File: src/rtl/clint_bus_responder.sv
// Core-local interruptor on the CPU data-memory port.
// Holds msip, the free-running 64-bit mtime counter and mtimecmp, and drives
// the machine software (IRQ3) and machine timer (IRQ7) interrupt lines.
// Every accepted access completes with a single-cycle mem_ready pulse one
// cycle after the accept edge, which limits throughput to one access per two cycles.
module clint_bus_responder #(
    parameter int unsigned DIVIDER   = 1,
    parameter logic [63:0] CMP_RESET = 64'hFFFF_FFFF_FFFF_FFFF
) (
    input  logic        clk,
    input  logic        resetn,
    input  logic        sel,
    input  logic        mem_valid,
    output logic        mem_ready,
    input  logic [15:0] mem_addr,
    input  logic [3:0]  mem_wstrb,
    input  logic [31:0] mem_wdata,
    output logic [31:0] mem_rdata,
    output logic        IRQ3,
    output logic        IRQ7
);

    localparam int unsigned      PRE_W    = (DIVIDER > 1) ? $clog2(DIVIDER) : 1;
    localparam logic [PRE_W-1:0] PRE_LAST = PRE_W'(DIVIDER - 1);

    // Word offsets (byte offset >> 2)
    localparam logic [13:0] A_MSIP    = 14'h0000;
    localparam logic [13:0] A_CMP_LO  = 14'h1000;
    localparam logic [13:0] A_CMP_HI  = 14'h1001;
    localparam logic [13:0] A_TIME_LO = 14'h2FFE;
    localparam logic [13:0] A_TIME_HI = 14'h2FFF;

    logic [PRE_W-1:0] prescaler;
    logic             tick;
    logic [63:0]      mtime;
    logic [63:0]      mtime_d;
    logic [63:0]      mtimecmp;
    logic [63:0]      mtimecmp_d;
    logic             msip;

    logic [13:0]      word_addr;
    logic             accept;
    logic             wr_en;
    logic             wr_msip;
    logic             wr_cmp_lo;
    logic             wr_cmp_hi;
    logic             wr_time_lo;
    logic             wr_time_hi;
    logic [31:0]      rd_val;
    logic             unused_addr_bits;

    // Byte-lane merge of write data into an existing word.
    function automatic logic [31:0] merge_bytes(input logic [31:0] old_word,
                                                input logic [31:0] new_word,
                                                input logic [3:0]  strb);
        logic [31:0] res;
        for (int b = 0; b < 4; b++) begin
            res[8*b +: 8] = strb[b] ? new_word[8*b +: 8] : old_word[8*b +: 8];
        end
        return res;
    endfunction

    // mem_ready doubles as the "busy" flag, so a request held through the
    // response cycle is not accepted twice.
    assign accept    = sel & mem_valid & ~mem_ready;
    assign wr_en     = accept & (|mem_wstrb);
    assign word_addr = mem_addr[15:2];

    // Byte-offset bits within a word carry no meaning for this block.
    assign unused_addr_bits = ^mem_addr[1:0];

    assign wr_msip    = wr_en & (word_addr == A_MSIP);
    assign wr_cmp_lo  = wr_en & (word_addr == A_CMP_LO);
    assign wr_cmp_hi  = wr_en & (word_addr == A_CMP_HI);
    assign wr_time_lo = wr_en & (word_addr == A_TIME_LO);
    assign wr_time_hi = wr_en & (word_addr == A_TIME_HI);

    assign tick = (prescaler == PRE_LAST);

    // Read mux over the current (pre-write) register contents.
    always_comb begin
        rd_val = '0;
        case (word_addr)
            A_MSIP:    rd_val = {31'd0, msip};
            A_CMP_LO:  rd_val = mtimecmp[31:0];
            A_CMP_HI:  rd_val = mtimecmp[63:32];
            A_TIME_LO: rd_val = mtime[31:0];
            A_TIME_HI: rd_val = mtime[63:32];
            default:   rd_val = '0;
        endcase
    end

    // Next mtime: a software write to either half wins over the tick for that
    // cycle; the unaddressed half holds. The increment is a full 64-bit add,
    // so the lo->hi carry is never torn.
    always_comb begin
        mtime_d = mtime;
        if (wr_time_lo) begin
            mtime_d = {mtime[63:32], merge_bytes(mtime[31:0], mem_wdata, mem_wstrb)};
        end else if (wr_time_hi) begin
            mtime_d = {merge_bytes(mtime[63:32], mem_wdata, mem_wstrb), mtime[31:0]};
        end else if (tick) begin
            mtime_d = mtime + 64'd1;
        end
    end

    // Next mtimecmp: byte-strobed writes to either half.
    always_comb begin
        mtimecmp_d = mtimecmp;
        if (wr_cmp_lo) begin
            mtimecmp_d[31:0] = merge_bytes(mtimecmp[31:0], mem_wdata, mem_wstrb);
        end
        if (wr_cmp_hi) begin
            mtimecmp_d[63:32] = merge_bytes(mtimecmp[63:32], mem_wdata, mem_wstrb);
        end
    end

    // Prescaler free-runs 0..DIVIDER-1; software writes never restart it.
    always_ff @(posedge clk or negedge resetn) begin
        if (!resetn) begin
            prescaler <= '0;
        end else if (tick) begin
            prescaler <= '0;
        end else begin
            prescaler <= prescaler + 1'b1;
        end
    end

    // Timer and compare registers.
    always_ff @(posedge clk or negedge resetn) begin
        if (!resetn) begin
            mtime    <= '0;
            mtimecmp <= CMP_RESET;
        end else begin
            mtime    <= mtime_d;
            mtimecmp <= mtimecmp_d;
        end
    end

    // Timer interrupt: level compare of the current registers, one cycle lag.
    always_ff @(posedge clk or negedge resetn) begin
        if (!resetn) begin
            IRQ7 <= 1'b0;
        end else begin
            IRQ7 <= (mtime >= mtimecmp);
        end
    end

    // Software interrupt pending bit; only byte lane 0 bit 0 is implemented.
    always_ff @(posedge clk or negedge resetn) begin
        if (!resetn) begin
            msip <= 1'b0;
        end else if (wr_msip && mem_wstrb[0]) begin
            msip <= mem_wdata[0];
        end
    end

    assign IRQ3 = msip;

    // Response: one-cycle ready pulse; read data captured on accept and held.
    always_ff @(posedge clk or negedge resetn) begin
        if (!resetn) begin
            mem_ready <= 1'b0;
            mem_rdata <= '0;
        end else begin
            mem_ready <= accept;
            if (accept) begin
                mem_rdata <= rd_val;
            end
        end
    end

endmodule

File: config.mk
export PLATFORM = sky130hd
export DESIGN_NAME = clint_bus_responder
export DESIGN_NICKNAME = d
export VERILOG_FILES = /design/src/rtl/clint_bus_responder.sv
export SDC_FILE = /design/constraint.sdc
export NUM_CORES = 1
export LEC_CHECK = 0
export BUFFER_PORTS_ARGS = -buffer_cell sky130_fd_sc_hd__buf_2
export CAP_MARGIN = 10
export CORE_UTILIZATION = 30
export CTS_BUF_LIST = sky130_fd_sc_hd__clkbuf_16
export DETAILED_ROUTE_END_ITERATION = 16
export PLACE_DENSITY = 0.54
export SLEW_MARGIN = 20
export SYNTH_ARGS = -nofsm -noshare
export SYNTH_HDL_FRONTEND = slang
export SYNTH_SLANG_ARGS = --single-unit
File: constraint.sdc
create_clock -name clk -period 2.2 [get_ports clk]
set_input_delay 0.55 -clock clk [delete_from_list [all_inputs] [get_ports clk]]
set_output_delay 0.55 -clock clk [all_outputs]
set_load 0.01 [all_outputs]
==> out/results.txt <==
Post-DRT Antenna Nets -> 0
Area grow syn2layout -> 31.8%
Peak VDD IR -> 0.000529 V
Drt pass-1 iters -> 5
Outcome -> finished clean
Area leader, netlist -> dfrtp_1
CP startpoint kind -> register
Dpl hpwl -> 27.5 mm
Yosys top cell area share -> 0.238
Reg2reg start -> mtime[14]$_DFFE_PN0P_
Layout Nets -> 1519
Synth Register Bits -> 163
Post-Syn Area -> 10400 sq um
Post-synth EDFFs -> 0
Final setup fails -> 0
Clock latency at the later pin of the worst-skew pair -> 0.46 ns
Clock Sinks -> 163
Top cells by area, synth -> dfrtp_1, dfstp_2, ha_1, mux2i_1, nand2_1
Tmin final -> 2.14 ns
Crit path to -> mtime[48]$_DFFE_PN0P_
Slew Limit Fails -> 0
DR vias/cell -> 5.31
Final WS setup -> 0.0588 ns
Die Footprint -> 35400 sq um
PortBufs -> 88
CTS Buf Count -> 17
Nature of the critical path endpoint -> register
Fmax -> 467 MHz
Initial antenna violation count -> 0
Final hold violations -> 0
Commonest cells in the netlist -> nand2_1, dfrtp_1, inv_1, o21ai_0, mux2i_1
Leakage -> 6.51 nW
Critical R2R Capture -> mtime[48]$_DFFE_PN0P_
Syn Inst Count -> 1138
Worst Path Required -> 2.58 ns
Initial Util -> 0.307
Register area share after synthesis -> 0.400
Clock Path Buffers -> 2
Hold Crit Class -> in -> reg
Layout cells sized above 1 -> 0.335
Core Region -> 33900 sq um
Std cell rows -> 67
Routed WL -> 36.3 mm
IO Pins -> 91
Post-layout util -> 0.405
GRT Total Usage -> 0.209
GR Overflow Total -> 0
Worst-case reg-to-reg path depth -> 8
H-tree Lvls -> 4
Clock Skews -> 0.0144 ns
Post-synth ARST share -> 1.00
Pre-CTS setup slack -> -0.353 ns
CTS tree -> done
DRC violations left -> 0
Root Driver -> clkbuf_16
First-pass GRT wire length -> 57.2 mm
Yosys warns -> 0
Vias in the first global route -> 9957
WHS -> 0.344 ns
Reg2reg setup slack -> 0.06 ns
Die Ht -> 188 um
Synth unique cells -> 67
Gp weighted congestion -> 0.910
CP arrival -> 2.52 ns
Avg WL per Cell -> 19.5 um
Worst slew pin tran -> 0.517 ns
Die X -> 188 um
Post-synthesis net count -> 1259
Largest net degree at the start of global routing -> 51
Most common cell in the netlist -> nand2_1
Fin crit share -> 0.973
Crit Path Max Fanout -> 5
RSZ-0062 raised after global routing -> true
Synthesized area per cell -> 9.15 sq um
Clock Pin Slew Worst Setup and Hold Paths -> 0.07 ns
Initial DRC count -> 595
Total number of vias -> 9871
Crit. Startpoint -> mtime[14]$_DFFE_PN0P_
Max_cap viols -> 0
Power Dens Cells -> 479 nW/um^2
Main synth FF type -> dfrtp_1
Slew HR -> 0.655
Crit Path Class -> reg -> reg
-- repair_timing --
item / in CTS / in global routing
setup buffers: 7 / 3
hold buffers: 1 / 0
resized for setup: 19 / 43
endpoints found under the setup margin: 19 / 25
pin swaps: 3 / 7
hold endpoints to repair: 20 / 0
-- cell families (layout without fill, tap and decap cells) --
group	count (synthesis)	after routing	synth area share
AND/OR/NAND/NOR	356	356	0.168
AO/OA/AOI/OAI	317	317	0.200
flip-flops	163	163	0.400
buffers and inverters	134	407	0.0516
multiplexers	101	101	0.101
adder cells (fa/ha/maj)	65	65	0.0781
XOR/XNOR	2	2	0.00168
other	0	1	0
-- through the flow --
step	cell area, sq um	total power, mW	setup TNS, ns	instances
3_5_place_dp	12800	3.77	-25.41	1816
3_3_place_gp	12800	3.76	-22.68	1816
5_1_grt	13700	6.85	-0.103	1859
2_1_floorplan	10400	3.41	-0.104	1138
6_report	13700	6.58	0	1860
4_1_cts	13500	6.67	-0.0272	1856
-- layer usage --
layer | vias up | routed length, um | GRT usage
met5 | - | 0 | 0
met1 | 4860 | 17600 | 0.293
li1 | 4746 | - | -
met2 | 225 | 16700 | 0.330
met4 | 0 | 716 | 0.0679
met3 | 40 | 1310 | 0.0300
-- registers in the layout, indices dropped and copies added (netlist names) --
register   count
mtime         64
mtimecmp      64
mem_rdata     32
IRQ3           1
IRQ7           1
mem_ready      1
-- report_power, final --
part / switching (mW) / internal, mW / total, mW / leakage [nW]
clock network: 1.32 / 1.54 / 2.86 / 0.259
registers: 0.0490 / 3.05 / 3.10 / 1.93
logic: 0.365 / 0.256 / 0.621 / 4.32
total: 1.73 / 4.85 / 6.58 / 6.51
-- worst max-delay path, stage by stage (launching register included) --
cell,delay [ns]
dfrtp_1,0.37
buf_6,0.14
nand3_4,0.10
nor4b_4,0.26
buf_4,0.19
and4_2,0.28
nand2_2,0.08
or4_1,0.50
a21oi_1,0.15
-- cell type report --
class / count / area, sq um
timing repair buffer: 300 / 2190
clock inverter: 15 / 119
sequential: 163 / 4160
fill: 3448 / 20100
inverter: 75 / 282
clock buffer: 17 / 425
antenna: 1 / 2.50
tap: 448 / 561
multi-input combinational: 841 / 5990
-- cell usage in the layout (no fill, tap or decap), drive strengths merged, types with 8 or more instances in the layout --
master / netlist / final
buf: 20 / 299
nand2: 119 / 119
dfrtp: 99 / 99
inv: 75 / 78
o21ai: 74 / 74
mux2i: 71 / 71
nor2: 69 / 69
a21oi: 66 / 66
ha: 65 / 65
dfstp: 64 / 64
nand3: 46 / 46
o22ai: 38 / 38
a22o: 32 / 32
mux2: 30 / 30
nand4: 27 / 27
a211oi: 21 / 21
and3: 20 / 20
nor3: 18 / 18
clkbuf: 39 / 17
and2: 17 / 17
a311oi: 14 / 14
nor4: 14 / 14
o31ai: 10 / 10
o21a: 9 / 9
a21o: 8 / 8
o211ai: 8 / 8
-- worst min path at each step --
stage	start	to	slack, ns	depth (start not counted)
after global placement	mem_rdata[0]$_DFFE_PN0P_	mem_rdata[0]$_DFFE_PN0P_	0.47	2
after detailed placement	mem_rdata[0]$_DFFE_PN0P_	mem_rdata[0]$_DFFE_PN0P_	0.47	2
after global routing	mem_wdata[28]	mtimecmp[60]$_DFFE_PN1P_	0.35	3
final	mem_wdata[24]	mtimecmp[56]$_DFFE_PN1P_	0.34	3
after CTS	mem_wdata[24]	mtimecmp[56]$_DFFE_PN1P_	0.32	3
after floorplan	resetn	IRQ3$_DFFE_PN0P_	0.25	0
No activity file was read; power rests on OpenSTA's default activity.
